--- config.mk ---
export PLATFORM = sky130hd
export DESIGN_NAME = usrt_apb_ctrl
export DESIGN_NICKNAME = d
export VERILOG_FILES = /design/src/rtl/usrt_apb_ctrl.sv
export SDC_FILE = /design/constraint.sdc
export NUM_CORES = 1
export LEC_CHECK = 0
export CAP_MARGIN = 40
export CELL_PAD_IN_SITES_DETAIL_PLACEMENT = 1
export CELL_PAD_IN_SITES_GLOBAL_PLACEMENT = 1
export CORE_MARGIN = 2
export CORE_UTILIZATION = 52
export CTS_BUF_LIST = sky130_fd_sc_hd__clkbuf_8
export DETAILED_ROUTE_END_ITERATION = 16
export PLACE_DENSITY_LB_ADDON = 0.1
export SYNTH_ARGS = -nofsm -noshare
export SYNTH_HDL_FRONTEND = slang
export SYNTH_SLANG_ARGS = --single-unit
--- constraint.sdc ---
create_clock -name i_Pclk -period 6.4 [get_ports i_Pclk]
set_input_delay 0.64 -clock i_Pclk [delete_from_list [all_inputs] [get_ports i_Pclk]]
set_output_delay 0.64 -clock i_Pclk [all_outputs]
set_load 0.05 [all_outputs]
--- src/rtl/usrt_apb_ctrl.sv ---
// USRT APB3 slave: one-wait-state register access, TX/RX byte FIFOs, enable/flush control, IRQ.
// APB completes 2 cycles after access phase; TX streams by valid/ready, RX push has no backpressure.
module usrt_fifo #(
  parameter int DEPTH = 4,
  parameter int W     = 8
) (
  input  logic         clk,
  input  logic         rst_n,
  input  logic         clr,
  input  logic         push,
  input  logic [W-1:0] din,
  input  logic         pop,
  output logic [W-1:0] head,
  output logic         full,
  output logic         empty
);
  localparam int AW = $clog2(DEPTH);

  logic [W-1:0]  mem [DEPTH];
  logic [AW-1:0] wr_ptr;
  logic [AW-1:0] rd_ptr;
  logic [AW:0]   cnt;
  logic          push_ok;
  logic          pop_ok;

  // full/empty come from the pre-edge count, so a push into a full FIFO is dropped
  // even when a pop happens in the same cycle
  assign full    = (cnt == (AW+1)'(DEPTH));
  assign empty   = (cnt == '0);
  assign push_ok = push & ~full;
  assign pop_ok  = pop & ~empty;
  assign head    = mem[rd_ptr];

  always_ff @(posedge clk) begin
    if (rst_n && !clr && push_ok) begin
      mem[wr_ptr] <= din;
    end
  end

  always_ff @(posedge clk) begin
    if (!rst_n || clr) begin
      wr_ptr <= '0;
      rd_ptr <= '0;
      cnt    <= '0;
    end else begin
      if (push_ok) wr_ptr <= wr_ptr + 1'b1;
      if (pop_ok)  rd_ptr <= rd_ptr + 1'b1;
      case ({push_ok, pop_ok})
        2'b10:   cnt <= cnt + 1'b1;
        2'b01:   cnt <= cnt - 1'b1;
        default: cnt <= cnt;
      endcase
    end
  end
endmodule

module usrt_apb_ctrl #(
  parameter int TX_DEPTH = 4,
  parameter int RX_DEPTH = 4
) (
  input  logic       i_Pclk,
  input  logic       i_Presetn,
  input  logic       i_Psel,
  input  logic       i_Penable,
  input  logic       i_Pwrite,
  input  logic       i_Paddr,
  input  logic [7:0] i_Pwdata,
  output logic [7:0] o_Prdata,
  output logic       o_Pready,
  output logic       o_Pslverr,
  output logic [7:0] o_TxData,
  output logic       o_TxValid,
  input  logic       i_TxReady,
  input  logic [7:0] i_RxData,
  input  logic       i_RxValid,
  output logic       o_Irq
);
  typedef enum logic [1:0] {ST_IDLE, ST_WAIT, ST_RESP, ST_HOLD} state_t;

  state_t     state;
  logic       tx_en;
  logic       rx_en;
  logic       rx_ovf;
  logic       tx_full;
  logic       tx_empty;
  logic       rx_full;
  logic       rx_empty;
  logic [7:0] rx_head;
  logic [7:0] status;
  logic       commit;
  logic       tx_push;
  logic       tx_pop;
  logic       rx_pop;
  logic       rx_push;
  logic       flush;
  logic       status_rd;
  logic       ovf_evt;
  logic       access;

  // all side effects land on the single edge that leaves WAIT
  assign access    = i_Psel & i_Penable;
  assign commit    = (state == ST_WAIT);
  assign tx_push   = commit & i_Pwrite & ~i_Paddr;
  assign rx_pop    = commit & ~i_Pwrite & ~i_Paddr;
  assign flush     = commit & i_Pwrite & i_Paddr & i_Pwdata[2];
  assign status_rd = commit & ~i_Pwrite & i_Paddr;
  assign rx_push   = i_RxValid & rx_en;
  assign ovf_evt   = rx_push & rx_full;
  assign o_TxValid = tx_en & ~tx_empty;
  assign tx_pop    = o_TxValid & i_TxReady;
  assign status    = {1'b0, rx_en, tx_en, rx_ovf, rx_full, rx_empty, tx_full, tx_empty};

  usrt_fifo #(.DEPTH(TX_DEPTH), .W(8)) u_tx_fifo (
    .clk   (i_Pclk),
    .rst_n (i_Presetn),
    .clr   (flush),
    .push  (tx_push),
    .din   (i_Pwdata),
    .pop   (tx_pop),
    .head  (o_TxData),
    .full  (tx_full),
    .empty (tx_empty)
  );

  usrt_fifo #(.DEPTH(RX_DEPTH), .W(8)) u_rx_fifo (
    .clk   (i_Pclk),
    .rst_n (i_Presetn),
    .clr   (flush),
    .push  (rx_push),
    .din   (i_RxData),
    .pop   (rx_pop),
    .head  (rx_head),
    .full  (rx_full),
    .empty (rx_empty)
  );

  always_ff @(posedge i_Pclk) begin
    if (!i_Presetn) begin
      state     <= ST_IDLE;
      o_Pready  <= 1'b0;
      o_Prdata  <= 8'h00;
      o_Pslverr <= 1'b0;
      tx_en     <= 1'b0;
      rx_en     <= 1'b0;
      rx_ovf    <= 1'b0;
      o_Irq     <= 1'b0;
    end else begin
      o_Irq <= (rx_en & ~rx_empty) | rx_ovf;

      // flush beats an overflow, which beats the clear-on-status-read
      if (flush)          rx_ovf <= 1'b0;
      else if (ovf_evt)   rx_ovf <= 1'b1;
      else if (status_rd) rx_ovf <= 1'b0;

      case (state)
        ST_IDLE: begin
          o_Pready <= 1'b0;
          if (access) state <= ST_WAIT;
        end
        ST_WAIT: begin
          if (i_Pwrite) begin
            o_Prdata  <= 8'h00;
            o_Pslverr <= ~i_Paddr & tx_full;
            if (i_Paddr) begin
              tx_en <= i_Pwdata[0];
              rx_en <= i_Pwdata[1];
            end
          end else if (!i_Paddr) begin
            o_Prdata  <= rx_empty ? 8'h00 : rx_head;
            o_Pslverr <= rx_empty;
          end else begin
            o_Prdata  <= status;
            o_Pslverr <= 1'b0;
          end
          if (i_Psel) begin
            state    <= ST_RESP;
            o_Pready <= 1'b1;
          end else begin
            state    <= ST_IDLE;
            o_Pready <= 1'b0;
          end
        end
        ST_RESP: begin
          if (access) begin
            state <= ST_HOLD;
          end else begin
            state    <= ST_IDLE;
            o_Pready <= 1'b0;
          end
        end
        ST_HOLD: begin
          if (!access) begin
            state    <= ST_IDLE;
            o_Pready <= 1'b0;
          end
        end
        default: begin
          state    <= ST_IDLE;
          o_Pready <= 1'b0;
        end
      endcase
    end
  end
endmodule

==> run metrics, run 1 <==
Peak supply drop=0.000119 V; CP max stage delay=720 ps; Final Hold Vio Count=0; WP depth=2; CP required=about 5800 ps; vias in the first global route=2483; final setup fails=0; Wirelength per Cell=~20 um; Post-synth top flop=edfxtp_1; drt pass-1 iters=4; flop-to-flop setup slack=3850 ps; Post-synth EDFFs=between 60 and 70; CTS H-Tree Depth=3; clk slew on worst S/H paths=roughly 90 ps; Hold Crit Depth=2; R2R cell count=9; Num Clock Sinks=a little under 100; Hold Path End=o_Pslverr$_SDFFE_PN0N_; GRT Total Usage=0.219; Cell variety after synth=45; post-route ant nets=0; Die Width=~90 um; DRT Wirelength=roughly 8400 um; syn_nets=between 300 and 400; # resized after CTS=0; Leak Pwr=approximately 1.5 nW; Rows=31; cts hold-fix bufs=0; Crit path buffers/inverters=1; Util after Layout=0.638; commonest non-fill, non-tap cells in the layout=edfxtp_1, clkdlybuf4s50_1, dfxtp_1, inv_1, a21oi_1; Min-Delay Startpoint=o_Pslverr$_SDFFE_PN0N_; Starting DRT DRC Count=roughly 140; Die Height=~90 um; Hold Crit Class=register to register; DIE AREA=approximately 0.0084 mm^2; CP max FO=8; Vias/cell=5.61; Worst R2R End=u_rx_fifo.cnt[2]$_SDFFE_PP0P_; ys async rst share=0; clock tree buffer depth=2; Worst Tran Pin Value=about 670 ps; slew margin rel.=0.547; area post-placement=about 0.0045 mm^2; Post-CTS Repair Setup Buffers=0; setup TNS=0 ps; leading cell type in the layout, fill and taps excluded=edfxtp_1; RSZ-0062 raised after global routing=no; core area=around 0.0073 mm^2; initial antenna violation count=0; critical-path cell list=mux4_2 -> clkdlybuf4s50_1; total gr overflow=0; final worst path period share=0.465; first-pass GRT wire length=roughly 14000 um; design area=0.00468 mm^2; Worst-Skew Late Latency=360 ps; slowest CP cell=clkdlybuf4s50_1; num ports=44; Synth Instances=around 280; Tmin final=2970 ps; gpl congestion=0.720; n_diodes=0; Avg Cell Area, Syn=14.5 um^2; CTS tree=done; Seq/Total Area, Yosys=0.654; Post-Syn Area=between 0.003 and 0.004 mm^2; crit path launch type=register; outcome=finished, final reports clean; Nets=357; clock root cell=clkbuf_8; Critical R2R Launch=u_rx_fifo.cnt[2]$_SDFFE_PP0P_; Post-Route Skew=12.1 ps; arrival time at the worst endpoint=2330 ps; residual DRC count=0; area grow syn2layout=17.6%; crit end category=primary output; Initial Util=0.543; FILL cells=a little under 700; CP delay by family, top=buffers and inverters; DP Wirelength=between 6000 and 7000 um; Synthesis Warnings=0; Max-Cap Viols=0; critical path type=register to primary output; Port Buf Inserts=between 40 and 50; Max Clk Rate=about 340 MHz; Design Power=between 1 and 1.5 mW; final hold slack=486 ps; layout cell share with drive strength beyond 1=0.120; pins over their slew limit=0; P per Cell Area=about 230 mW/mm^2; vias=between 2000 and 2500; FF+latch count, synth=98; largest net degree at the start of global routing=19; number of CTS-inserted buffers=9
## cell families (layout without fill, tap and decap cells)
family / count (synthesis) / in the layout / share of synthesized area
xor gates and xnor gates: 4 / 4 / 0.00880
muxes: 19 / 19 / 0.0981
and+or+nand+nor: 65 / 65 / 0.0978
adders and majority gates: 12 / 12 / 0.0415
AOI/OAI and AO/OA: 43 / 43 / 0.0645
buffers and inverters: 34 / 85 / 0.0352
DFF: 98 / 98 / 0.654
## per-stage QoR
step / cells / setup WS (ps)
after floorplan: 275 / 3800
final: 425 / 3430
after global placement: 409 / 3250
after detailed placement: 409 / 3150
after CTS: 425 / 3350
after global routing: 425 / 3270
## layer usage
| metal | wire, um | GRT usage | vias to the layer above |
|---|---|---|---|
| met2 | 4220 | 0.362 | 68 |
| met5 | 0 | 0 | - |
| met3 | 297 | 0.0423 | 7 |
| li1 | - | - | 1118 |
| met4 | 67 | 0.0606 | 0 |
| met1 | 3800 | 0.299 | 1192 |
## area by class of cell
cell class	instances	area [um^2]	area share
Clock inverter	7	61.3	0.0131
Clock buffer	9	124	0.0265
Multi-Input combinational cell	143	1240	0.264
Tap cell	99	124	0.0265
Sequential cell	98	2600	0.556
Inverter	25	93.8	0.0201
Timing Repair Buffer	44	438	0.0936
## how the worst max path moves through the flow
stage | from | endpoint | slack (ps)
2_1_floorplan | i_Pwrite | u_rx_fifo.cnt[2]$_SDFFE_PP0P_ | 3800
3_3_place_gp | i_Pwrite | u_rx_fifo.cnt[2]$_SDFFE_PP0P_ | 3250
3_5_place_dp | i_Pwrite | u_rx_fifo.cnt[2]$_SDFFE_PP0P_ | 3150
4_1_cts | register | o_TxData[1] | 3350
5_1_grt | register | o_TxData[1] | 3270
6_report | register | o_TxData[1] | 3430
## cell usage after synthesis, types with 2 or more instances
library cell,number,share of area
nand2b_1,2,0.0031
nor3_1,2,0.0025
or3b_2,2,0.0044
mux4_2,16,0.091
xor2_1,4,0.0088
mux2i_1,3,0.0075
inv_1,24,0.023
o22ai_1,4,0.0063
or3_1,7,0.011
ha_1,10,0.031
dfxtp_1,34,0.17
and3_1,4,0.0063
and2_1,6,0.0094
nor3b_1,2,0.0038
a21oi_1,17,0.021
or4_1,2,0.0038
o21ai_0,8,0.010
nor2_1,11,0.010
nor2b_1,2,0.0031
nand2_1,8,0.0075
fa_1,2,0.010
a22oi_1,4,0.0075
o221ai_1,2,0.0044
nand3_1,9,0.011
buf_2,4,0.0050
edfxtp_1,64,0.48
clkbuf_1,3,0.0028
o21ai_1,2,0.0025
## worst reg2reg max path, delay by kind of cell, from the launching register on
kind,cells,cell delay (ps)
simple gates,3,1070
fa+ha+maj,2,550
flops,1,400
buf+inv,2,160
xor+xnor,1,160
compound gates,1,150
## sequential cells by signal, indices dropped and copies added, names as in the netlist, 2 cells and up, named ones only
signal	cells
u_tx_fifo.cnt	3
u_tx_fifo.mem	32
u_tx_fifo.wr_ptr	2
state	2
u_rx_fifo.cnt	3
u_rx_fifo.mem	32
o_Prdata	8
u_rx_fifo.wr_ptr	2
u_rx_fifo.rd_ptr	2
u_tx_fifo.rd_ptr	2
## where the power goes
group          switching, mW  internal [mW]  leakage (nW)
clock network          0.224          0.147        0.0879
logic                 0.0202         0.0181         0.603
registers            0.00183          0.673         0.849
total                  0.247          0.839          1.54
Note: power is estimated with default switching activity, not from simulation.
==> run 2: changes to the inputs <==
CORE_UTILIZATION = 44   (was 52)
clock period = 2.45 ns   (was 6.4 ns; I/O delays follow)
==> run metrics, run 2 (synthesized netlist as in run 1, its figures left out) <==
initial antenna violation count=0 (unchanged); Wirelength per Cell=17.9 um (-9.3%); R2R cell count=8 (-1); Vias/cell=5.34 (-4.8%); Hold Crit Class=input pin to register; final setup fails=0 (unchanged); Leak Pwr=1.68 nW (+9.3%); CP endpoint=o_TxData[4]; number of CTS-inserted buffers=9 (unchanged); CP max FO=8 (unchanged); Critical R2R Launch=u_tx_fifo.cnt[2]$_SDFFE_PP0P_; Tmin final=between 2000 and 2500 ps; vias in the first global route=2542 (+2.4%); area of the multi-input gates=0.00124 mm^2 (unchanged); Worst Tran Pin Value=549 ps (-121 ps); crit end category=primary output; Starting DRT DRC Count=92 (-32%); CTS H-Tree Depth=3 (unchanged); flop-to-flop setup slack=160 ps (-3690 ps); commonest non-fill, non-tap cells in the layout=edfxtp_1, clkdlybuf4s50_1, dfxtp_1, inv_1; post-route ant nets=0 (unchanged); net load switching power=628 uW (+150%); clock root cell=clkbuf_8; area post-placement=0.00463 mm^2 (+2.9%); Switching Fraction=0.215 (-0.0123); Rows=34 (+9.7%); CP required=2200 ps (-3560 ps); outcome=finished, final reports clean; critical path type=register to primary output; internal power=2.29 mW (+170%); DP Wirelength=5910 um (-4.9%); Worst-Skew Late Latency=370 ps (about the same); core area=0.00876 mm^2 (+20%); largest registers=u_rx_fifo.mem: 32 flops, u_tx_fifo.mem: 32 flops, o_Prdata: 8 flops; CP max stage delay=710 ps (about the same); num ports=44 (unchanged); design area=0.00484 mm^2 (+3.5%); first-pass GRT wire length=13100 um (-4.0%); Die Height=99.1 um (+8.3%); DRT Wirelength=8050 um (-4.0%); Num Clock Sinks=98 (unchanged); Final Hold Vio Count=0 (unchanged); Initial Util=0.454 (-0.0887); Max Clk Rate=426 MHz; GRT Total Usage=0.177 (-0.0424); FILL cells=886 (+27%); crit path launch type=register; slowest CP cell=clkdlybuf4s50_1; largest net degree at the start of global routing=18 (-1); Die Width=99.1 um (+8.3%); critical-path cell list=buf_4 -> mux4_2 -> clkdlybuf4s50_1; Nets=373 (+4.5%); clock tree buffer depth=2 (unchanged); gpl congestion=0.708 (-1.7%); Post-Route Skew=10.1 ps (-2.07 ps); P per Cell Area=603 mW/mm^2 (+160%); final worst path period share=0.958; Worst R2R End=u_tx_fifo.cnt[2]$_SDFFE_PP0P_; arrival time at the worst endpoint=2100 ps (-230 ps); Sequential cell area=0.00260 mm^2 (unchanged); RSZ-0062 raised after global routing=no; leading cell type in the layout, fill and taps excluded=edfxtp_1; final hold slack=468 ps (-17.8 ps); WP depth=3 (+1); Peak supply drop=0.000373 V (+210%); n_diodes=0 (unchanged); Post-CTS Repair Setup Buffers=0 (unchanged); area grow syn2layout=21.7%; Comb power frac=0.038 (+0.003); drt pass-1 iters=4 (unchanged); Reg power frac=0.603 (-0.019); DIE AREA=0.00982 mm^2 (+17%); Util after Layout=0.553 (-0.0857); Design Power=2.92 mW (+170%); clock share of power=0.359 (+0.016); pins over their slew limit=0 (unchanged); Max-Cap Viols=0 (unchanged); slew margin rel.=0.633 (+0.0859); clk slew on worst S/H paths=90 ps (about the same); total gr overflow=0 (unchanged); CP delay by family, top=buffers and inverters; Port Buf Inserts=43 (unchanged); residual DRC count=0 (unchanged); vias=2403 (+0.75%); layout cell share with drive strength beyond 1=0.158 (+0.0383); setup TNS=0 ps (unchanged); Crit path buffers/inverters=2 (+1); CTS tree=done
## run 2: cell count changes in the layout (fill, tap and decap cells not counted), moves of 3 or more
| cell | delta |
|---|---|
| clkdlybuf4s50_1 | -6 |
| buf_4 | +16 |
| clkinv_4 | -3 |
| dlymetal6s2s_1 | +6 |
## run 2: how the worst min path moves through the flow
stage                                                start                                to  depth (start not counted)
after floorplan                                i_RxData[0]     u_rx_fifo.mem[0][0]$_DFFE_PP_                          0
after global placement    u_tx_fifo.rd_ptr[0]$_SDFFE_PP0P_  u_tx_fifo.rd_ptr[0]$_SDFFE_PP0P_                          2
after detailed placement  u_tx_fifo.rd_ptr[0]$_SDFFE_PP0P_                          register                          2
after CTS                                        i_Penable             state[0]$_SDFFE_PN0P_                          3
after global routing                             i_Penable             state[0]$_SDFFE_PN0P_                          3
final                                            i_Penable             state[0]$_SDFFE_PN0P_                          3
## run 2: final cells by class
cell class,instances,area share
Clock buffer,9,0.0256
Timing Repair Buffer,60,0.118
Clock inverter,7,0.0163
Sequential cell,98,0.537
Tap cell,108,0.0279
Multi-Input combinational cell,143,0.255
Inverter,25,0.0194
## run 2: metal layers
layer	track usage	routed length [um]
met2	0.294	4090
met1	0.228	3580
met4	0.0537	95
met3	0.0485	289
met5	0	0
## run 2: what timing repair did
item	in CTS	in global routing
hold buffers	0	0
resized for setup	0	6
endpoints found under the setup margin	0	6
## run 2: stage by stage
step                      setup slack (ps)  std cells
after CTS                             27.3        450
after detailed placement              -164        434
final                                  104        450
after global routing                  3.43        450
after global placement                -107        434
after floorplan                        231        275
## run 2: worst reg2reg max path, cell delays in order, from the launching register on
cell,delay (ps)
dfxtp_1,390
or3b_2,520
nand2_1,90
ha_1,170
inv_1,60
fa_1,370
xor2_1,160
or3_1,330
a21oi_1,140
## run 2: power groups by stage
stage          registers (mW)  clock network [mW]  logic (mW)
2_1_floorplan            1.80                   0      0.0328
3_3_place_gp             1.80                   0       0.107
3_5_place_dp             1.80                   0       0.110
4_1_cts                  1.76                1.08       0.111
5_1_grt                  1.76                1.15       0.120
6_report                 1.76                1.05       0.111
==> run 3: changes to the inputs <==
--- a/config.mk
+++ b/config.mk
@@ -8,6 +8,4 @@
 export CAP_MARGIN = 40
-export CELL_PAD_IN_SITES_DETAIL_PLACEMENT = 1
-export CELL_PAD_IN_SITES_GLOBAL_PLACEMENT = 1
-export CORE_MARGIN = 2
-export CORE_UTILIZATION = 44
+export CORE_MARGIN = 5
+export CORE_UTILIZATION = 52
 export CTS_BUF_LIST = sky130_fd_sc_hd__clkbuf_8
--- a/constraint.sdc
+++ b/constraint.sdc
@@ -3,2 +3,2 @@
 set_output_delay 0.245 -clock i_Pclk [all_outputs]
-set_load 0.05 [all_outputs]
+set_load 0.1 [all_outputs]
==> run metrics, run 3 (synthesized netlist as in run 1, its figures left out) <==
final worst path period share=0.936 (-0.0213); Starting DRT DRC Count=75 (-18%); Critical R2R Launch=state[1]$_SDFFE_PN0P_; Max Clk Rate=436 MHz (+2.3%); residual DRC count=0 (unchanged); outcome=finished, final reports clean; Rows=31 (-8.8%); Post-Route Skew=12.1 ps (+2.02 ps); largest registers=u_rx_fifo.mem: 32 flops, u_tx_fifo.mem: 32 flops, o_Prdata: 8 flops; first-pass GRT wire length=11900 um (-9.7%); slowest CP cell=or4b_4; total gr overflow=0 (unchanged); commonest non-fill, non-tap cells in the layout=edfxtp_1, buf_4, dfxtp_1, inv_1, clkdlybuf4s50_1; Design Power=2.82 mW (-3.7%); Final Hold Vio Count=0 (unchanged); clock tree buffer depth=2 (unchanged); internal power=2.19 mW (-4.6%); Crit path buffers/inverters=1 (-1); CP endpoint=u_rx_fifo.cnt[2]$_SDFFE_PP0P_; Critical Path Source=state[1]$_SDFFE_PN0P_; pre-CTS setup slack=-189 ps (-24.5 ps); FILL cells=565 (-36%); Worst-Skew Late Latency=350 ps (-20 ps); arrival time at the worst endpoint=2590 ps (+490 ps); final setup fails=0 (unchanged); worst setup margin=156 ps (+52.3 ps); Nets=372 (-0.27%); crit path launch type=register; Num Clock Sinks=98 (unchanged); number of CTS-inserted buffers=9 (unchanged); layout cell share with drive strength beyond 1=0.214 (+0.0562); Worst Tran Pin Value=537 ps (-12.7 ps); clock share of power=0.334 (-0.025); DRT Wirelength=7290 um (-9.5%); num ports=44 (unchanged); largest net degree at the start of global routing=19 (+1); Tmin final=2290 ps (-52.3 ps); Post-CTS Repair Setup Buffers=0 (unchanged); slew margin rel.=0.641 (+0.00821); RSZ-0062 raised after global routing=no; initial antenna violation count=0 (unchanged); Die Height=97.5 um (-1.6%); area grow syn2layout=19.0%; flop-to-flop setup slack=160 ps (about the same); core area=0.00737 mm^2 (-16%); Port Buf Inserts=43 (unchanged); Reg power frac=0.626 (+0.023); clock root cell=clkbuf_8; CTS H-Tree Depth=3 (unchanged); cts hold-fix bufs=0 (unchanged); gpl congestion=0.745 (+5.3%); P per Cell Area=595 mW/mm^2 (-1.5%); CP required=2740 ps (+540 ps); Vias/cell=5.39 (+0.91%); n_diodes=0 (unchanged); Max-Cap Viols=0 (unchanged); post-route ant nets=0 (unchanged); Worst R2R End=u_rx_fifo.cnt[2]$_SDFFE_PP0P_; Leak Pwr=1.65 nW (-2.2%); Switching Fraction=0.222 (+0.00741); Wirelength per Cell=16.6 um (-7.4%); Initial Util=0.540 (+0.0859); DIE AREA=0.00950 mm^2 (-3.2%); GRT Total Usage=0.157 (-0.0204); WP depth=8 (+5); # resized after CTS=0 (unchanged); critical-path cell list=or4b_4 -> nor2_1 -> ha_1 -> inv_1 -> fa_1 -> xor2_1 -> or3_1 -> a21oi_1; R2R cell count=8 (unchanged); Die Width=97.5 um (-1.6%); area post-placement=0.00456 mm^2 (-1.5%); CP max FO=2 (-6); net load switching power=626 uW (-0.35%); leading cell type in the layout, fill and taps excluded=edfxtp_1; clk slew on worst S/H paths=100 ps (about the same); Comb power frac=0.040 (+0.002); DP Wirelength=5240 um (-11%); Peak supply drop=0.000330 V (-12%); Hold Crit Class=input pin to register; critical path type=register to register; CTS tree=done; vias in the first global route=2425 (-4.6%); pins over their slew limit=0 (unchanged); CP max stage delay=550 ps (-160 ps); crit end category=register; vias=2371 (-1.3%); CP delay by family, top=simple AND/OR/NAND/NOR gates; design area=0.00473 mm^2 (-2.2%); drt pass-1 iters=4 (unchanged)
## run 3: cell types whose count changed in the layout (fill, tap and decap cells not counted), sizes merged
cell	previous run	this run
buf	17	36
bufinv	1	0
clkdlybuf4s50	37	23
clkinv	1	2
clkinvlp	3	2
dlymetal6s2s	6	0
inv	27	28
## run 3: worst min-delay path by stage
stage / from / endpoint / slack (ps) / depth (start not counted)
2_1_floorplan: i_RxData[0] / u_rx_fifo.mem[0][0]$_DFFE_PP_ / 340 / 0
3_3_place_gp: o_Pslverr$_SDFFE_PN0N_ / o_Pslverr$_SDFFE_PN0N_ / 460 / 2
3_5_place_dp: o_Prdata[7]$_SDFFE_PN0N_ / o_Prdata[7]$_SDFFE_PN0N_ / 460 / 2
4_1_cts: i_Penable / state[0]$_SDFFE_PN0P_ / 460 / 3
5_1_grt: i_Penable / state[0]$_SDFFE_PN0P_ / 500 / 3
6_report: i_Penable / state[0]$_SDFFE_PN0P_ / 470 / 3
## run 3: metrics by stage
step / instances / hold WS, ps / util / TNS (ps)
after detailed placement: 424 / 456 / 0.618 / -189
after global routing: 440 / 495 / 0.642 / 0
after CTS: 440 / 460 / 0.642 / 0
after floorplan: 275 / 344 / - / 0
final: 440 / 467 / 0.642 / 0
after global placement: 424 / 462 / 0.618 / -85.6
## run 3: cell type report
type | count | area, um^2 | area share
clock buffers | 9 | 124 | 0.0262
flip-flops and latches | 98 | 2600 | 0.550
well taps | 99 | 124 | 0.0262
repair buffers | 59 | 500 | 0.106
multi-input cells | 143 | 1240 | 0.261
inverters | 25 | 93.8 | 0.0198
clock inverters | 7 | 53.8 | 0.0114
## run 3: power groups by stage
stage | logic [mW] | clock network (mW) | registers, mW
2_1_floorplan | 0.0357 | 0 | 1.81
3_3_place_gp | 0.111 | 0 | 1.80
3_5_place_dp | 0.113 | 0 | 1.80
4_1_cts | 0.113 | 0.961 | 1.76
5_1_grt | 0.121 | 1.02 | 1.76
6_report | 0.113 | 0.941 | 1.76
## run 3: per-layer routing
metal	share of wire	global-route usage	vias to the layer above
met3	0.040	0.0330	4
met1	0.43	0.193	1175
met5	0	0	-
li1	-	-	1152
met2	0.53	0.274	40
met4	0.0086	0.0532	0
## run 3: tightest hold or removal path, stage by stage
cell and delay (ps):
clkdlybuf4s50_1 420, nand2_1 80, nor3_1 40
